**config.mk**
```make
export PLATFORM = sky130hd
export DESIGN_NAME = game_timer_ctrl
export DESIGN_NICKNAME = d
export VERILOG_FILES = /design/src/rtl/game_timer_ctrl.sv
export SDC_FILE = /design/constraint.sdc
export NUM_CORES = 1
export LEC_CHECK = 0
export ABC_AREA = 1
export BUFFER_PORTS_ARGS = -buffer_cell sky130_fd_sc_hd__buf_2
export CORE_UTILIZATION = 45
export CTS_BUF_LIST = sky130_fd_sc_hd__clkbuf_8
export CTS_CLUSTER_SIZE = 14
export DETAILED_ROUTE_END_ITERATION = 10
export PLACE_DENSITY = 0.66
export SYNTH_ARGS = -nofsm -noshare
export SYNTH_HDL_FRONTEND = slang
export SYNTH_SLANG_ARGS = --single-unit
```
**constraint.sdc**
```tcl
create_clock -name clk -period 4.4 [get_ports clk]
set_input_delay 0.44 -clock clk [delete_from_list [all_inputs] [get_ports clk]]
set_output_delay 0.44 -clock clk [all_outputs]
set_load 0.005 [all_outputs]
```
**src/rtl/game_timer_ctrl.sv**
```systemverilog
// Whack-a-mole round controller: drives the seconds counter's enable/clear, syncs its
// value into the clk domain and reports time left plus round status.
module game_timer_ctrl #(
    parameter int unsigned GAME_SECONDS = 30,
    parameter int unsigned WARN_SECONDS = 5
) (
    input  logic       clk,
    input  logic       rst_n,
    input  logic       start,
    input  logic       pause_toggle,
    input  logic [5:0] sec_in,
    output logic       cnt_enable,
    output logic       cnt_clear,
    output logic [5:0] time_left,
    output logic       playing,
    output logic       paused,
    output logic       game_over,
    output logic       warn
);

    localparam logic [2:0] ST_IDLE     = 3'd0;
    localparam logic [2:0] ST_CLEARING = 3'd1;
    localparam logic [2:0] ST_PLAY     = 3'd2;
    localparam logic [2:0] ST_PAUSE    = 3'd3;
    localparam logic [2:0] ST_OVER     = 3'd4;

    localparam logic [5:0] GAME_SEC = 6'(GAME_SECONDS);
    localparam logic [5:0] WARN_SEC = 6'(WARN_SECONDS);

    logic [5:0] sec_s1_q, sec_s2_q, sec_stable_q;
    logic [2:0] state_q, state_d;
    logic [5:0] time_left_q, time_left_d;
    logic       cnt_enable_q, cnt_clear_q;
    logic       playing_q, paused_q, game_over_q, warn_q, warn_d;

    // Two-flop sync; the stable copy only moves when two samples agree, so a
    // multi-bit value caught mid-transition never reaches the FSM.
    always_ff @(posedge clk or negedge rst_n) begin
        if (!rst_n) begin
            sec_s1_q     <= 6'd0;
            sec_s2_q     <= 6'd0;
            sec_stable_q <= 6'd0;
        end else begin
            sec_s1_q <= sec_in;
            sec_s2_q <= sec_s1_q;
            if (sec_s2_q == sec_s1_q) begin
                sec_stable_q <= sec_s2_q;
            end
        end
    end

    always_comb begin
        state_d = state_q;
        case (state_q)
            ST_IDLE: begin
                if (start) state_d = ST_CLEARING;
            end
            ST_CLEARING: begin
                if (sec_stable_q == 6'd0) state_d = ST_PLAY;
            end
            ST_PLAY: begin
                if (sec_stable_q >= GAME_SEC) state_d = ST_OVER;
                else if (pause_toggle)        state_d = ST_PAUSE;
            end
            ST_PAUSE: begin
                if (pause_toggle) state_d = ST_PLAY;
            end
            ST_OVER: begin
                if (start) state_d = ST_CLEARING;
            end
            default: state_d = ST_IDLE;
        endcase
    end

    // Outputs are decoded from the next state so they line up with the state register.
    always_comb begin
        time_left_d = GAME_SEC;
        case (state_d)
            ST_PLAY, ST_PAUSE: begin
                if (sec_stable_q < GAME_SEC) time_left_d = GAME_SEC - sec_stable_q;
                else                         time_left_d = 6'd0;
            end
            ST_OVER: time_left_d = 6'd0;
            default: time_left_d = GAME_SEC;
        endcase
        warn_d = (state_d == ST_PLAY) && (time_left_d != 6'd0) && (time_left_d <= WARN_SEC);
    end

    always_ff @(posedge clk or negedge rst_n) begin
        if (!rst_n) begin
            state_q      <= ST_IDLE;
            time_left_q  <= GAME_SEC;
            cnt_enable_q <= 1'b0;
            cnt_clear_q  <= 1'b0;
            playing_q    <= 1'b0;
            paused_q     <= 1'b0;
            game_over_q  <= 1'b0;
            warn_q       <= 1'b0;
        end else begin
            state_q      <= state_d;
            time_left_q  <= time_left_d;
            cnt_enable_q <= (state_d == ST_PLAY);
            cnt_clear_q  <= (state_d == ST_CLEARING);
            playing_q    <= (state_d == ST_PLAY);
            paused_q     <= (state_d == ST_PAUSE);
            game_over_q  <= (state_d == ST_OVER);
            warn_q       <= warn_d;
        end
    end

    assign cnt_enable = cnt_enable_q;
    assign cnt_clear  = cnt_clear_q;
    assign time_left  = time_left_q;
    assign playing    = playing_q;
    assign paused     = paused_q;
    assign game_over  = game_over_q;
    assign warn       = warn_q;

endmodule

```
* Word-level counts from Yosys, hierarchy flattened *
Cells that the tools add are included.

storage, ports and cells
  bits in registers = 32
  input port bits = 10
  output and inout bits = 12
  logic and storage cells = 38

cells by class
  add/subtract/negate cells = 1
  magnitude comparators = 3
  equal/unequal tests = 9
  mux-type cells = 8
  reductions and logical operators = 7

operators by type and width
  kind                 count
  $mux 3               5
  $eq 3x2->1 const B   4
  $pmux 3 s4           1
  $pmux 6 s2           1
  $eq 3x1->1 const B   2
  $eq 3x3->1 const B   2
  $eq 6x6->1           1
  $ge 6x5->1 const B   1
  $le 6x3->1 const B   1
  $logic_not 6->1      1
  $lt 6x5->1 const B   1
  $mux 6               1
  $reduce_bool 6->1    1
  $sub 5x6->6 const A  1
  $reduce_or 2->1      2
  $logic_not 3->1      1
  $logic_and 1x1->1    2

* Logic depth before layout (Yosys ltp) *
Gate-level depths: netlist of the first run.

  word-level depth = 9
  gate-level depth with buffers = 13
  mapped depth without buffers = 13

* Worst setup path before layout of the first run *
OpenSTA, ideal clock, no wires.

  kind = register to register
  start = reg sec_stable_q[0]
  end = reg warn_q, in the netlist warn
  library setup time = 0.113 ns
  arrival time = 1.466 ns
  data required time = 4.287 ns
  slack = 2.821 ns
  stages on the path, launching flop included = 13
  buffers on the path = 0
  period minus slack after synthesis = 1.579 ns
  cell sequence = dfrtp_1 inv_1 ha_1 nor2_1 inv_1 nand2_1 nand3_2 nand2_4 nand3_1 nand2_4 nor2_1 nand2_1 inv_1

between the ends
  cells in the longest elaborated chain, start to end = 9
  elaborated cells on any way between the ends = 17
  classes of those cells = 1 x add/sub; 3 x order compare; 3 x eq/ne; 5 x mux; 5 x reduce/logical

ends and longest elaborated chain
  what                                                line    source
  from (decl)                                         30      logic [5:0] sec_s1_q, sec_s2_q, sec_stable_q;
  from (signal assigned)                              47      sec_stable_q <= sec_s2_q;
  $ge 6x5->1 or $logic_not 6->1 (tied branches)       62, 59
  $mux 3 (on tied branches)                           62, 59
  $pmux 3 s4 (*)                                      54      case (state_q)
  named net state_d[1]                                31      logic [2:0] state_q, state_d;
  $eq 3x2->1                                          78      case (state_d)
  $reduce_or 2->1                                     78
  $pmux 6 s2 (*)                                      78
  named net time_left_d[4]                            32      logic [5:0] time_left_q, time_left_d;
  branches (longest 2 deep; another with $le 6x3->1)  n/a
  $logic_and 1x1->1 (*)                               86      warn_d = (state_d == ST_PLAY) && (time_left_d != 6'd0) && (time_left_d <= WARN_SEC);
  named net warn_d                                    34      logic playing_q, paused_q, game_over_q, warn_q, warn_d;
  to (signal assigned)                                107     warn_q <= warn_d;
  to (decl)                                           34

Mark *: on every way through the listed nets, which the timed path passes.
A chain may end at the register's enable or synchronous reset.

* Worst setup path after layout of the first run *
Same ends and word-level chain as after synthesis.

==> metrics.txt, run 1 <==
Least-Margin Pin Slew=0.678 ns; clock slew at reported path FFs=0.06 ns; WS Path Type=reg2reg; largest net degree at the start of global routing=33; yosys warns=0; htree depth=2; Placed Instance Area=1580 um^2; die width=58.4 um; R2R setup slack=2.61 ns; post-DP HPWL=around 1.7 mm; CTS max path bufs=2; initial antenna violation count=0; flop and latch count out of synthesis=32; kind of end point of the critical path=register; DRC Markers=0; CP arrival=1.97 ns; post-CTS sizing=0; Syn Nets=170; CTS tree=done; skew final=0.00229 ns; slack of the critical path=2.61 ns; worst r2r dst=warn$_DFF_PN0_; vias per inst=4.65; Post-DRT Antenna Nets=0; Slew HR=54.8%; worst vdd ir=0.237 mV; clk root buf=clkbuf_8; R2R depth=12; setup TNS=0 ns; Syn Std Cell Area=1430 um^2; clk_lat worst skew=0.28 ns; Syn Area/Cell=9.11 um^2; Startpoint Class=register; Reg2Reg Launch Point=sec_stable_q[0]$_DFFE_PN0N_; # rows=20; final hold slack=0.195 ns; die area=3410 um^2; Slew Limit Fails=0; global placement routability congestion=0.910; router iterations before antenna repair=4; DRT iter0 DRCs=17; Antenna diodes=0; drt total wl=2.34 mm; vias in the first global route=1,057; Die Y=just under 60 um; commonest non-fill, non-tap cell in the layout=inv_1; register area=806 um^2; max cap viols=0; layout cells sized above 1=23.9%; Multi-input gate area=slightly below 500 um^2; period utilization=40.7%; post-synthesis cell type count=22; most frequent cells in the layout=inv_1, nand2_1, dfrtp_1; Routed WL per cell=10.3 um; starting density of the core=47.2%; minimum clock period=1.79 ns; grt ovf=0; achievable frequency=558 MHz; cts bufs inserted=5; RSZ-0062 raised after global routing=no; Via Count=1,060; IO Pins=22; clk sinks=32; final setup fails=0; number of port buffers=21; core area=3030 um^2; count of final hold-check violations=0; pre-CTS WS=2.61 ns; Area Growth Syn to Fin=16.9%; Design Area, Final=1670 um^2; nets=just under 200; Syn Inst Count=around 160; crit-path max FO=9; Layout fillers=277; first-pass GRT wire length=4.22 mm; Pwr per Cell Area=621 nW/um^2; # Post-CTS Setup Buffers=0; hold-fix buffers at CTS=0; status=complete, no violations; sequential area share after synthesis=between 50% and 60%; Req. time, crit path=4.58 ns; Total GRT Usage=17.4%; Hold Path Class=in2async; leak pwr=0.924 nW
metal layers:
layer  vias to the layer above  routed length (um)  global-route usage, %
met2                        32                1200                   30.0
met4                         0                  99                   14.6
met3                         9                 108                   4.62
li1                        523                   -                      -
met1                       496                 939                   17.5
met5                         -                   0                      0
cell usage after synthesis:
master / instances / share of area [%]
inv_1: 32 / 8.4
dfrtp_1: 28 / 49
nand2_1: 28 / 7.3
nor2_1: 25 / 6.6
o21ai_0: 8 / 2.8
nand3_1: 6 / 2.1
dfstp_2: 4 / 7.3
ha_1: 3 / 2.6
nand2_4: 3 / 2.4
nand4_1: 3 / 1.3
xor2_1: 3 / 1.8
nand3_2: 2 / 1.4
nor3_1: 2 / 0.70
nor4_1: 2 / 0.87
a21boi_2: 1 / 0.79
buf_4: 1 / 0.53
clkbuf_1: 1 / 0.26
inv_2: 1 / 0.26
inv_6: 1 / 0.61
nor2_2: 1 / 0.44
nor3_4: 1 / 1.1
o21bai_4: 1 / 1.3
cells by family (layout without fill, tap and decap cells):
kind of cell / Yosys count / after routing / synth area share (%)
AND/OR/NAND/NOR: 73 / 73 / 24.2
flip-flops: 32 / 32 / 56.3
adder cells (fa/ha/maj): 3 / 3 / 2.62
AO/OA/AOI/OAI: 10 / 10 / 4.90
buffers and inverters: 36 / 63 / 10.1
XOR/XNOR: 3 / 3 / 1.84
final cells by class:
class                           instances  area share (%)
Tap cell                               44            3.29
Multi-Input combinational cell         89            28.7
Clock buffer                            6            4.94
Clock inverter                          2           0.599
Inverter                               34            7.93
Timing Repair Buffer                   21            6.29
Sequential cell                        32            48.2
where the power goes:
| group | total, mW | switching, mW | leakage [nW] | internal (mW) |
|---|---|---|---|---|
| clock network | 0.226 | 0.102 | 0.0510 | 0.124 |
| logic | 0.379 | 0.239 | 0.483 | 0.140 |
| registers | 0.432 | 0.0558 | 0.391 | 0.376 |
worst max-delay path, cell delays in order, from the launching register on:
cell and delay, ns:
dfrtp_1 0.39, inv_1 0.10, ha_1 0.20, nor2_1 0.24
inv_1 0.08, nand2_1 0.08, nand3_2 0.08, nand2_4 0.16
nand3_1 0.14, nand2_4 0.09, nor2_1 0.04, nand2_1 0.05
inv_1 0.03
how the worst max path moves through the flow:
stage	startpoint	to	depth (start not counted)
after CTS	sec_stable_q[0]$_DFFE_PN0N_	warn$_DFF_PN0_	10
after floorplan	sec_stable_q[0]$_DFFE_PN0N_	warn$_DFF_PN0_	12
after global routing	sec_stable_q[0]$_DFFE_PN0N_	warn$_DFF_PN0_	13
final	sec_stable_q[0]$_DFFE_PN0N_	warn$_DFF_PN0_	12
after detailed placement	sec_stable_q[0]$_DFFE_PN0N_	warn$_DFF_PN0_	10
after global placement	sec_stable_q[0]$_DFFE_PN0N_	warn$_DFF_PN0_	12
sequential cells by signal, summed over array words and instances (netlist names):
signal / cells
sec_s1_q: 6
sec_s2_q: 6
sec_stable_q: 6
time_left: 6
state_q: 3
cnt_clear: 1
game_over: 1
paused: 1
playing: 1
warn: 1
through the flow:
step | total power, mW | std cells | util, %
detailed placement | 0.818 | 220 | 52.1
floorplan | 0.714 | 157 | -
global route | 1.13 | 228 | 55.2
finish | 1.04 | 228 | 55.2
CTS | 1.05 | 228 | 55.2
global placement | 0.802 | 220 | 52.1
(Power assumes the default switching activity.)
==> run 2: changes to the inputs <==
clock period = 1.7 ns   (was 4.4 ns; I/O delays follow)
==> run 2 against run 1 <==
- first-iteration DRC count rose by 29%
- worst hold slack improved by 0.21 ns
- via count up 1.5%
- clock skew up 0.0022 ns
- core utilization up 4.5 points
- sequential cell count unchanged
- critical path depth shrank 1
- global-route usage increased by 0.38 points
- highest routed layer unchanged
==> metrics.txt, run 2 (same netlist as run 1, synthesis figures left out) <==
starting density of the core=47.2% (unchanged); final hold slack=0.402 ns (+0.207 ns); sequential share of power=38.6% (-3.0 points); Design Area, Final=1810 um^2 (+8.1%); drt total wl=2.42 mm (+3.2%); vias in the first global route=1,113 (+5.3%); fin cells=239 (+4.8%); router iterations before antenna repair=4 (unchanged); most frequent cells in the layout=inv_1, nand2_1, dfrtp_1; pre-CTS WS=-0.0261 ns (-2.64 ns); Via Count=1,076 (+1.5%); slack of the critical path=0.0688 ns (-2.54 ns); clk_lat worst skew=0.28 ns (about the same); die width=58.4 um (unchanged); commonest non-fill, non-tap cell in the layout=inv_1; crit path launch=sec_stable_q[1]$_DFFE_PN0N_; layout cells sized above 1=27.2% (+3.3 points); Comb power frac=37.6% (+1.0 points); initial antenna violation count=0 (unchanged); Slew HR=54.9% (+0.14 points); achievable frequency=613 MHz (+9.9%); IO Pins=22 (unchanged); crit-path max FO=8 (-1); WS Path Type=reg2reg; final core utilization=59.7% (+4.5 points); Switch Pwr=1.06 mW (+170%); worst vdd ir=0.840 mV (+250%); minimum clock period=1.63 ns (-0.161 ns); # rows=20 (unchanged); Total GRT Usage=17.8% (+0.38 points); global placement routability congestion=0.830 (-8.8%); grt ovf=0 (unchanged); Placed Instance Area=1590 um^2 (+0.95%); htree depth=2 (unchanged); CP arrival=1.81 ns (-0.16 ns); placed cells=222 (+0.91%); cts bufs inserted=5 (unchanged); Int Pwr=1.84 mW (+190%); Least-Margin Pin Slew=0.676 ns (-0.00210 ns); kind of end point of the critical path=register; final setup fails=0 (unchanged); post-DP HPWL=1.71 mm (-0.27%); clock slew at reported path FFs=0.06 ns (about the same); count of final hold-check violations=0 (unchanged); die area=3410 um^2 (unchanged); RSZ-0062 raised after global routing=yes; nets=207 (+5.6%); Area Growth Syn to Fin=26.3%; Routed WL per cell=10.1 um (-1.5%); Die Y=58.4 um (unchanged); largest net degree at the start of global routing=33 (unchanged); DRT iter0 DRCs=22 (+5); Hold Path Class=reg2reg; leak pwr=0.980 nW (+6.0%); clk root buf=clkbuf_8; clk sinks=32 (unchanged); Post-DRT Antenna Nets=0 (unchanged); skew final=0.00450 ns (+0.00222 ns); CTS tree=done; Antenna diodes=0 (unchanged); CTS max path bufs=2 (unchanged); Startpoint Class=register; Pwr per Cell Area=1610 nW/um^2 (+160%); Reg2Reg Launch Point=sec_stable_q[1]$_DFFE_PN0N_; setup TNS=0 ns (unchanged); number of port buffers=21 (unchanged); Req. time, crit path=1.88 ns (-2.70 ns); status=complete, no violations; clock share of power=23.7% (+1.9 points); Layout fillers=268 (-3.2%); period utilization=96.0% (+55 points); DRC Markers=0 (unchanged); min-delay src=sec_s1_q[4]$_DFF_PN0_; core area=3030 um^2 (unchanged); switching part of the total=36.5% (-1.8 points); max cap viols=0 (unchanged); first-pass GRT wire length=4.35 mm (+3.0%); total power=2.90 mW (+180%); vias per inst=4.50 (-3.2%); Slew Limit Fails=0 (unchanged)
[run 2: changes by cell type in the layout (fill, tap and decap cells not counted), moves of 2 or more]
cell / change
dlygate4sd3_1: +7
buf_4: +4
nor2_1: -2
ha_1: -2
ha_2: +2
[run 2: what timing repair did]
item                                    in CTS  in global routing
hold endpoints to repair                    34                  0
endpoints found under the setup margin       1                  5
hold buffers                                 7                  0
setup buffers                                0                  2
resized for setup                            2                  5
pin swaps                                    1                  4
[run 2: final cells by class]
class	instances	area (um^2)	share of cell area [%]
Sequential cell	32	806	44.6
Multi-Input combinational cell	89	500	27.7
Timing Repair Buffer	32	205	11.4
Inverter	34	133	7.34
Clock buffer	5	68.8	3.81
Tap cell	44	55.1	3.05
Clock inverter	3	38.8	2.15
[run 2: power by group through the flow]
stage / combinational, mW / sequential, mW / clock [mW]
detailed placement: 0.989 / 1.13 / 0
CTS: 1.03 / 1.12 / 0.708
global route: 1.24 / 1.15 / 0.746
finish: 1.09 / 1.12 / 0.689
floorplan: 0.730 / 1.12 / 0
global placement: 0.967 / 1.12 / 0
[run 2: final timing paths]
path | endpoint | slack [ns] | cells past startpoint
max | warn$_DFF_PN0_ | 0.07 | 11
min | sec_s2_q[4]$_DFF_PN0_ | 0.40 | 0
max reg2reg | warn$_DFF_PN0_ | 0.07 | 11
min reg2reg | sec_s2_q[4]$_DFF_PN0_ | 0.40 | 0
max in group asynchronous | sec_s2_q[1]$_DFF_PN0_ | 0.80 | 2
min in group asynchronous | state_q[2]$_DFF_PN0_ | 0.46 | 2
[run 2: critical path, cell delays in order (launching register included)]
cell     delay [ns]
dfrtp_1        0.44
ha_2           0.23
nor2_4         0.14
inv_1          0.05
nand2_1        0.07
nand3_2        0.08
nand2_4        0.14
nand3_1        0.14
nand2_4        0.09
nor2_2         0.04
nand2_1        0.06
inv_1          0.04
[run 2: routing by layer]
metal | up-vias | GRT usage (%) | routed length [um]
met5 | - | 0 | 0
met4 | 0 | 11.6 | 61
met3 | 8 | 6.15 | 104
met2 | 26 | 31.4 | 1210
met1 | 501 | 17.8 | 1040
li1 | 541 | - | -
